## config.mk

```make
export PLATFORM = sky130hd
export DESIGN_NAME = controle_lampada
export DESIGN_NICKNAME = d
export VERILOG_FILES = /design/src/rtl/controle_lampada.sv
export SDC_FILE = /design/constraint.sdc
export NUM_CORES = 1
export LEC_CHECK = 0
export CORE_UTILIZATION = 26
export CTS_BUF_LIST = sky130_fd_sc_hd__clkbuf_4
export DETAILED_ROUTE_END_ITERATION = 16
export PLACE_DENSITY_LB_ADDON = 0.12
export SYNTH_ARGS = -nofsm -noshare
export SYNTH_HDL_FRONTEND = slang
export SYNTH_SLANG_ARGS = --single-unit
```

## constraint.sdc

```tcl
create_clock -name clk -period 2 [get_ports clk]
set_input_delay 0.2 -clock clk [delete_from_list [all_inputs] [get_ports clk]]
set_output_delay 0.2 -clock clk [all_outputs]
set_load 0.005 [all_outputs]
```

## src/rtl/controle_lampada.sv

```systemverilog
// Lamp controller: synchronizers, button debounce, short/long press, mode FSM.
// Optional MANUAL_SHUTDOWN_EN: inactivity timer also acts in MANUAL_ON.

module lampada_sync_stage (
  input  logic clk,
  input  logic rst,
  input  logic d,
  output logic q
);

  logic s1;

  always_ff @(posedge clk or negedge rst) begin
    if (!rst) begin
      s1 <= 1'b0;
      q  <= 1'b0;
    end else begin
      s1 <= d;
      q  <= s1;
    end
  end

endmodule

module lampada_debounce_stage #(
  parameter int unsigned DEBOUNCE_T = 50
) (
  input  logic clk,
  input  logic rst,
  input  logic din,
  output logic level,
  output logic fall
);

  localparam logic [15:0] LAST = 16'(DEBOUNCE_T - 1);

  logic [15:0] cnt;
  logic        hit;

  assign hit  = (din != level) && (cnt == LAST);
  assign fall = hit && level;

  always_ff @(posedge clk or negedge rst) begin
    if (!rst) begin
      level <= 1'b0;
      cnt   <= 16'd0;
    end else if (din == level) begin
      cnt   <= 16'd0;
    end else if (hit) begin
      level <= din;
      cnt   <= 16'd0;
    end else begin
      cnt   <= cnt + 16'd1;
    end
  end

endmodule

module lampada_press_stage #(
  parameter int unsigned LONG_PRESS_T = 3000
) (
  input  logic clk,
  input  logic rst,
  input  logic level,
  input  logic fall,
  output logic long_evt,
  output logic short_evt
);

  localparam logic [15:0] LIM  = 16'(LONG_PRESS_T);
  localparam logic [15:0] LAST = 16'(LONG_PRESS_T - 1);

  logic [15:0] cnt;

  // A release racing the long threshold counts as long only.
  assign long_evt  = level && (cnt == LAST);
  assign short_evt = fall && (cnt < LAST);

  always_ff @(posedge clk or negedge rst) begin
    if (!rst) begin
      cnt <= 16'd0;
    end else if (!level) begin
      cnt <= 16'd0;
    end else if (cnt != LIM) begin
      cnt <= cnt + 16'd1;
    end
  end

endmodule

module controle_lampada #(
  parameter int unsigned DEBOUNCE_T   = 50,
  parameter int unsigned LONG_PRESS_T = 3000
) (
  input  logic clk,
  input  logic rst,
  input  logic push_button,
  input  logic infravermelho,
  input  logic C,
  output logic L,
  output logic enable,
  output logic modo
);

  typedef enum logic [1:0] {
    AUTO_OFF   = 2'b00,
    AUTO_ON    = 2'b01,
    MANUAL_OFF = 2'b10,
    MANUAL_ON  = 2'b11
  } state_t;

  state_t state;
  state_t state_nx;

  logic pb_s;
  logic ir_s;
  logic pb_lvl;
  logic pb_fall;
  logic long_evt;
  logic short_evt;

  lampada_sync_stage u_pb_sync (
    .clk (clk),
    .rst (rst),
    .d   (push_button),
    .q   (pb_s)
  );

  lampada_sync_stage u_ir_sync (
    .clk (clk),
    .rst (rst),
    .d   (infravermelho),
    .q   (ir_s)
  );

  lampada_debounce_stage #(
    .DEBOUNCE_T (DEBOUNCE_T)
  ) u_deb (
    .clk   (clk),
    .rst   (rst),
    .din   (pb_s),
    .level (pb_lvl),
    .fall  (pb_fall)
  );

  lampada_press_stage #(
    .LONG_PRESS_T (LONG_PRESS_T)
  ) u_press (
    .clk       (clk),
    .rst       (rst),
    .level     (pb_lvl),
    .fall      (pb_fall),
    .long_evt  (long_evt),
    .short_evt (short_evt)
  );

  always_ff @(posedge clk or negedge rst) begin
    if (!rst) begin
      state <= AUTO_OFF;
    end else begin
      state <= state_nx;
    end
  end

  always_comb begin
    state_nx = state;
    unique case (state)
      AUTO_OFF: begin
        if (long_evt)  state_nx = MANUAL_OFF;
        else if (ir_s) state_nx = AUTO_ON;
      end
      AUTO_ON: begin
        if (long_evt) state_nx = MANUAL_ON;
        else if (C)   state_nx = AUTO_OFF;
      end
      MANUAL_OFF: begin
        if (long_evt)       state_nx = AUTO_OFF;
        else if (short_evt) state_nx = MANUAL_ON;
      end
      MANUAL_ON: begin
        if (long_evt)       state_nx = AUTO_OFF;
        else if (short_evt) state_nx = MANUAL_OFF;
`ifdef MANUAL_SHUTDOWN_EN
        else if (C)         state_nx = MANUAL_OFF;
`endif
      end
      default: state_nx = AUTO_OFF;
    endcase
  end

  always_comb begin
    L      = 1'b0;
    enable = 1'b0;
    modo   = 1'b0;
    unique case (state)
      AUTO_OFF: begin
        modo = 1'b1;
      end
      AUTO_ON: begin
        modo   = 1'b1;
        L      = 1'b1;
        enable = 1'b1;
      end
      MANUAL_OFF: begin
        L = 1'b0;
      end
      MANUAL_ON: begin
        L = 1'b1;
`ifdef MANUAL_SHUTDOWN_EN
        enable = 1'b1;
`endif
      end
      default: begin
        modo = 1'b1;
      end
    endcase
  end

endmodule
```

# After elaboration in Yosys (flattened, before gate mapping)

Index checks and enable logic that the tools add are counted.

Register bits: 39
Input port bits: 5
Logic and storage cells: 50

$add $sub $neg: 2
Magnitude comparators: 1
Eq/ne operators: 13
Muxes and demuxes: 16
Bitwise logic cells: 1
Reductions and logical operators: 9

Operator list:

| operator                                                                | number |
|---|---|
| 16-bit 2-to-1 mux                                                       | 4 |
| 16-bit by 1-bit adder with 16-bit output, second input constant         | 2 |
| 16-bit by 12-bit equality test with 1-bit output, second input constant | 1 |
| 16-bit by 6-bit equality test with 1-bit output, second input constant  | 1 |
| 16-bit by 12-bit < comparator with 1-bit output, second input constant  | 1 |
| 2-bit 2-to-1 mux                                                        | 8 |
| 16-bit by 12-bit != test with 1-bit output, second input constant       | 1 |
| 3-bit != test, second input constant                                    | 3 |
| 2-bit case mux with 4 select lines                                      | 1 |
| 2-bit equality test, second input constant                              | 2 |
| 1-bit logical AND                                                       | 4 |
| 4-bit AND reduction                                                     | 1 |
| 2-bit OR reduction                                                      | 2 |
| 1-bit 2-to-1 mux                                                        | 3 |
| 3-bit by 2-bit != test with 1-bit output, second input constant         | 1 |
| 2-bit by 1-bit equality test with 1-bit output, second input constant   | 1 |
| 2-bit logical NOT                                                       | 1 |
| 2-bit by 1-bit != test with 1-bit output, second input constant         | 1 |
| 2-bit AND reduction                                                     | 1 |
| 1-bit equality test                                                     | 1 |
| 1-bit != test                                                           | 1 |
| 1-bit NOT                                                               | 1 |

# Logic depth before layout (Yosys ltp)

Word-level depth: 7
Mapped depth: 7
Mapped depth without buffers: 7

# Modules after synthesis

A second synthesis with hierarchy kept.

Cells, all modules: 204
Area, all modules: 2053.2 sq um

By module, submodules not included:

| module                 | times used | cells an instance | area an instance (sq um) | seq. area each (sq um) |
|---|---|---|---|---|
| lampada_press_stage    | 1          | 102               | 939.7                    | 400.4 |
| lampada_debounce_stage | 1          | 86                | 897.1                    | 425.4 |
| controle_lampada       | 1          | 12                | 116.4                    | 50.0 |
| lampada_sync_stage     | 2          | 2                 | 50.0                     | 50.0 |

# Worst setup path after synthesis

Ideal clock, no wire load.

Kind: register -> register
Start point: reg u_press.cnt[12]
End point: reg u_press.cnt[1]
Library setup time: 0.120 ns
Arrival: 1.711 ns
Required time: 1.880 ns
Slack: 0.169 ns
Cell stages (with the launch flop): 6
Path through: dfrtp_1 or4_4 nor4_2 and4b_4 mux2i_1 nor2b_1

Word-level cells in the longest chain between the ends: 2

RTL lines:

| item                                               | RTL line | RTL |
|---|---|---|
| start, declared                                    | 73       | `logic [15:0] cnt;` |
| start signal, assigned                             | 85       | `cnt <= cnt + 16'd1;` |
| 16-bit by 12-bit != test with 1-bit output         | 84       | `end else if (cnt != LIM) begin` |
| 2-bit by 1-bit != test with 1-bit output (no line) | n/a      |  |

No other way between the ends.
A chain may end at the register's enable or synchronous reset.

# Worst setup path in the final report

Start point: reg u_press.cnt[14]
End point: reg u_press.cnt[1]

The elaborated chain is that of the path after synthesis.

==> out/metrics.csv <==
metric;value;unit
clock_path_buffers;2;
setup_tns;0;ns
cp.arrival;2.16;ns
ir_drop;0.3107;mV
route.met3.wl;116;um
required;2.24;ns
drcViolationCount;0;
area_growth_syn_to_layout;15.82;%
die_w;88.34;um
syn-num-nets;196;
cp_max_fo;3;
tightest_slew;0.5191;ns
clock_sinks;39;
finalPower;1303;uW
yosys_warnings;0;
cts_tree;yes;
die_h;88.34;um
cts_setup_buffers;0;
critPathKind;reg -> reg;
syn_area;0.001938;mm2
core;0.007214;mm2
grt_max_degree;40;
first_iter_violations;58;
cts_buffers;5;
syn_avg_cell_area;10.36;um2
cellPowerDensity;580.3;mW/mm2
htree_levels;2;
layout.nets;215;
top_layer;met4;
finClkSkew;0.009857;ns
synthDistinctLibCells;35;
timing.final.max_slew_violations;0;
overflow;0;
die-area;0.007804;mm2
maxCapViolations;0;
ys_seq_area_share;50.36;%
synth.ff_latch_count;39;
first_pass_iters;4;
layout_commonest_cell;dfrtp_1;
slew_headroom;65.39;%
antenna_found_initial;0;
clock_latency;0.34;ns
numPortBuffers;7;
vias;1328;
wl;3759;um
post-route-period-util;96.06;%
wl_met1;2058;um
wire_per_inst;12.28;um
met2_length;1523;um
rsz0062_at_grt;no;
grt_pass1_vias;1319;
clkSlewWorstSetupHoldPaths;0.12;ns
pin_count;8;
clock.fmax;520.5;MHz
n_antenna_cell;0;
layout_common_cells;dfrtp_1 (39), xor2_1 (17), nor2_1 (17), nand2_1 (13), nand3_1 (13);
cp-start-kind;flop;
grt_usage;11.03;%
final_antenna_net_count;0;
viasPerCell;4.340;
status;completed;
gp_congestion;0.7332;
hold_violations;0;
period_needed;1.921;ns
final-setup-viol-count;0;
grt_pass1_wl;6582;um
num_rows;31;
hpwl;2558;um
n_fill_cell;778;
p_leak;0.0009384;uW
syn_inst;187;
drive_gt1_share;11.59;%
end_kind;flop;
start_util;26.86;%
cpPeakStageDelay;0.56;ns
path_cells;or4_4 > nor4_4 > and4b_4 > mux2i_1 > nor2b_1;
slowest_stage;or4_4;
min_path_type;in -> reg;
cts-root-buf;clkbuf_4;
flip-flops by register name, indices dropped and copies added (netlist names):
register	flops
state	2
u_deb.cnt	16
u_deb.level	1
u_ir_sync.q	1
u_ir_sync.s1	1
u_pb_sync.q	1
u_pb_sync.s1	1
u_press.cnt	16
final cells by class:
class,instances,area [um2],share of cell area (%)
inverters,6,22.52,1.003
well taps,99,123.9,5.518
repair buffers,17,142.6,6.355
clock buffers,7,52.55,2.341
flip-flops and latches,39,975.9,43.48
clock inverters,1,5.005,0.2230
multi-input cells,137,922.1,41.08
cell usage after synthesis, drive strengths merged:
master,number,area (um2)
nor3b,1,7.510
nor4,3,25.02
and2,12,75.07
nor3,2,10.01
xor2,17,148.9
nand2,13,48.80
clkbuf,3,11.26
nor2b,9,56.30
nand3,13,65.06
mux2,1,11.26
or3,2,12.51
nand4b,2,17.52
o21ai,3,15.01
dfrtp,39,975.9
xnor2,11,96.34
or4,1,11.26
o21bai,1,7.510
ha,4,50.05
and4b,1,13.76
a21oi,3,15.01
inv,6,22.52
mux2i,1,10.01
o21a,1,7.510
and4bb,1,12.51
buf,2,15.01
or2b,1,8.760
and4,2,17.52
a211o,1,8.760
nor4bb,1,10.01
a2111o,1,11.26
nand4,8,50.05
nand3b,1,7.510
and3,3,18.77
nor2,17,63.81
per-stage QoR:
stage	std cells	hold slack, ns	utilization [%]	area, um2	worst slack [ns]
after floorplan	187	-0.09559	-	1938	0.1686
after CTS	306	0.2717	30.99	2236	0.04459
final	306	0.2861	31.11	2245	0.07879
after detailed placement	297	0.3045	30.06	2168	0.06096
after global routing	306	0.2674	31.11	2245	0.007529
after global placement	297	0.3059	30.06	2168	0.08131
layer usage:
layer  vias to the layer above  global-route usage [%]
li1                        673                       -
met1                       632                   16.55
met2                        18                   15.17
met3                         5                   2.239
met4                         0                   4.692
met5                         -                       0
power breakdown:
part           internal [uW]  total (uW)  leakage [uW]  switching (uW)
Combinational           31.1        64.9      0.000371            33.8
Clock                    165         426     0.0000361             262
Sequential               800         811      0.000531            11.2
Total                    996        1300      0.000938             307
kinds of logic after synthesis:
kind of cell	Yosys count	share of synthesized area, %
flip-flops	39	50.36
AO/OA/AOI/OAI	10	3.357
XOR/XNOR	28	12.65
adder cells (fa/ha/maj)	4	2.582
buffers and inverters	11	2.517
multiplexers	2	1.097
AND/OR/NAND/NOR	93	27.44
worst paths after layout:
| path | slack [ns] | cells after the start | to | from |
|---|---|---|---|---|
| min in group asynchronous | 0.45 | 3 | u_press.cnt[7]$_DFFE_PN0P_ | rst |
| worst max-delay path | 0.08 | 5 | u_press.cnt[1]$_DFFE_PN0P_ | u_press.cnt[14]$_DFFE_PN0P_ |
| worst min register to register | 0.37 | 0 | u_ir_sync.q$_DFF_PN0_ | u_ir_sync.s1$_DFF_PN0_ |
| max in group asynchronous | 1.18 | 3 | u_press.cnt[14]$_DFFE_PN0P_ | rst |
| worst min-delay path | 0.29 | 1 | u_pb_sync.s1$_DFF_PN0_ | push_button |
| worst max register to register | 0.08 | 5 | u_press.cnt[1]$_DFFE_PN0P_ | u_press.cnt[14]$_DFFE_PN0P_ |
repair_timing:
item,CTS,global route
hold buffers,1,0
setup endpoints to repair,0,4
resized for setup,0,1
hold endpoints to repair,39,0
critical path, delay by kind of cell (launching register included):
| kind | cells | cell delay, ns |
|---|---|---|
| and+or+nand+nor | 4 | 1.23 |
| DFF | 1 | 0.41 |
| muxes | 1 | 0.19 |
(Power assumes the default switching activity.)
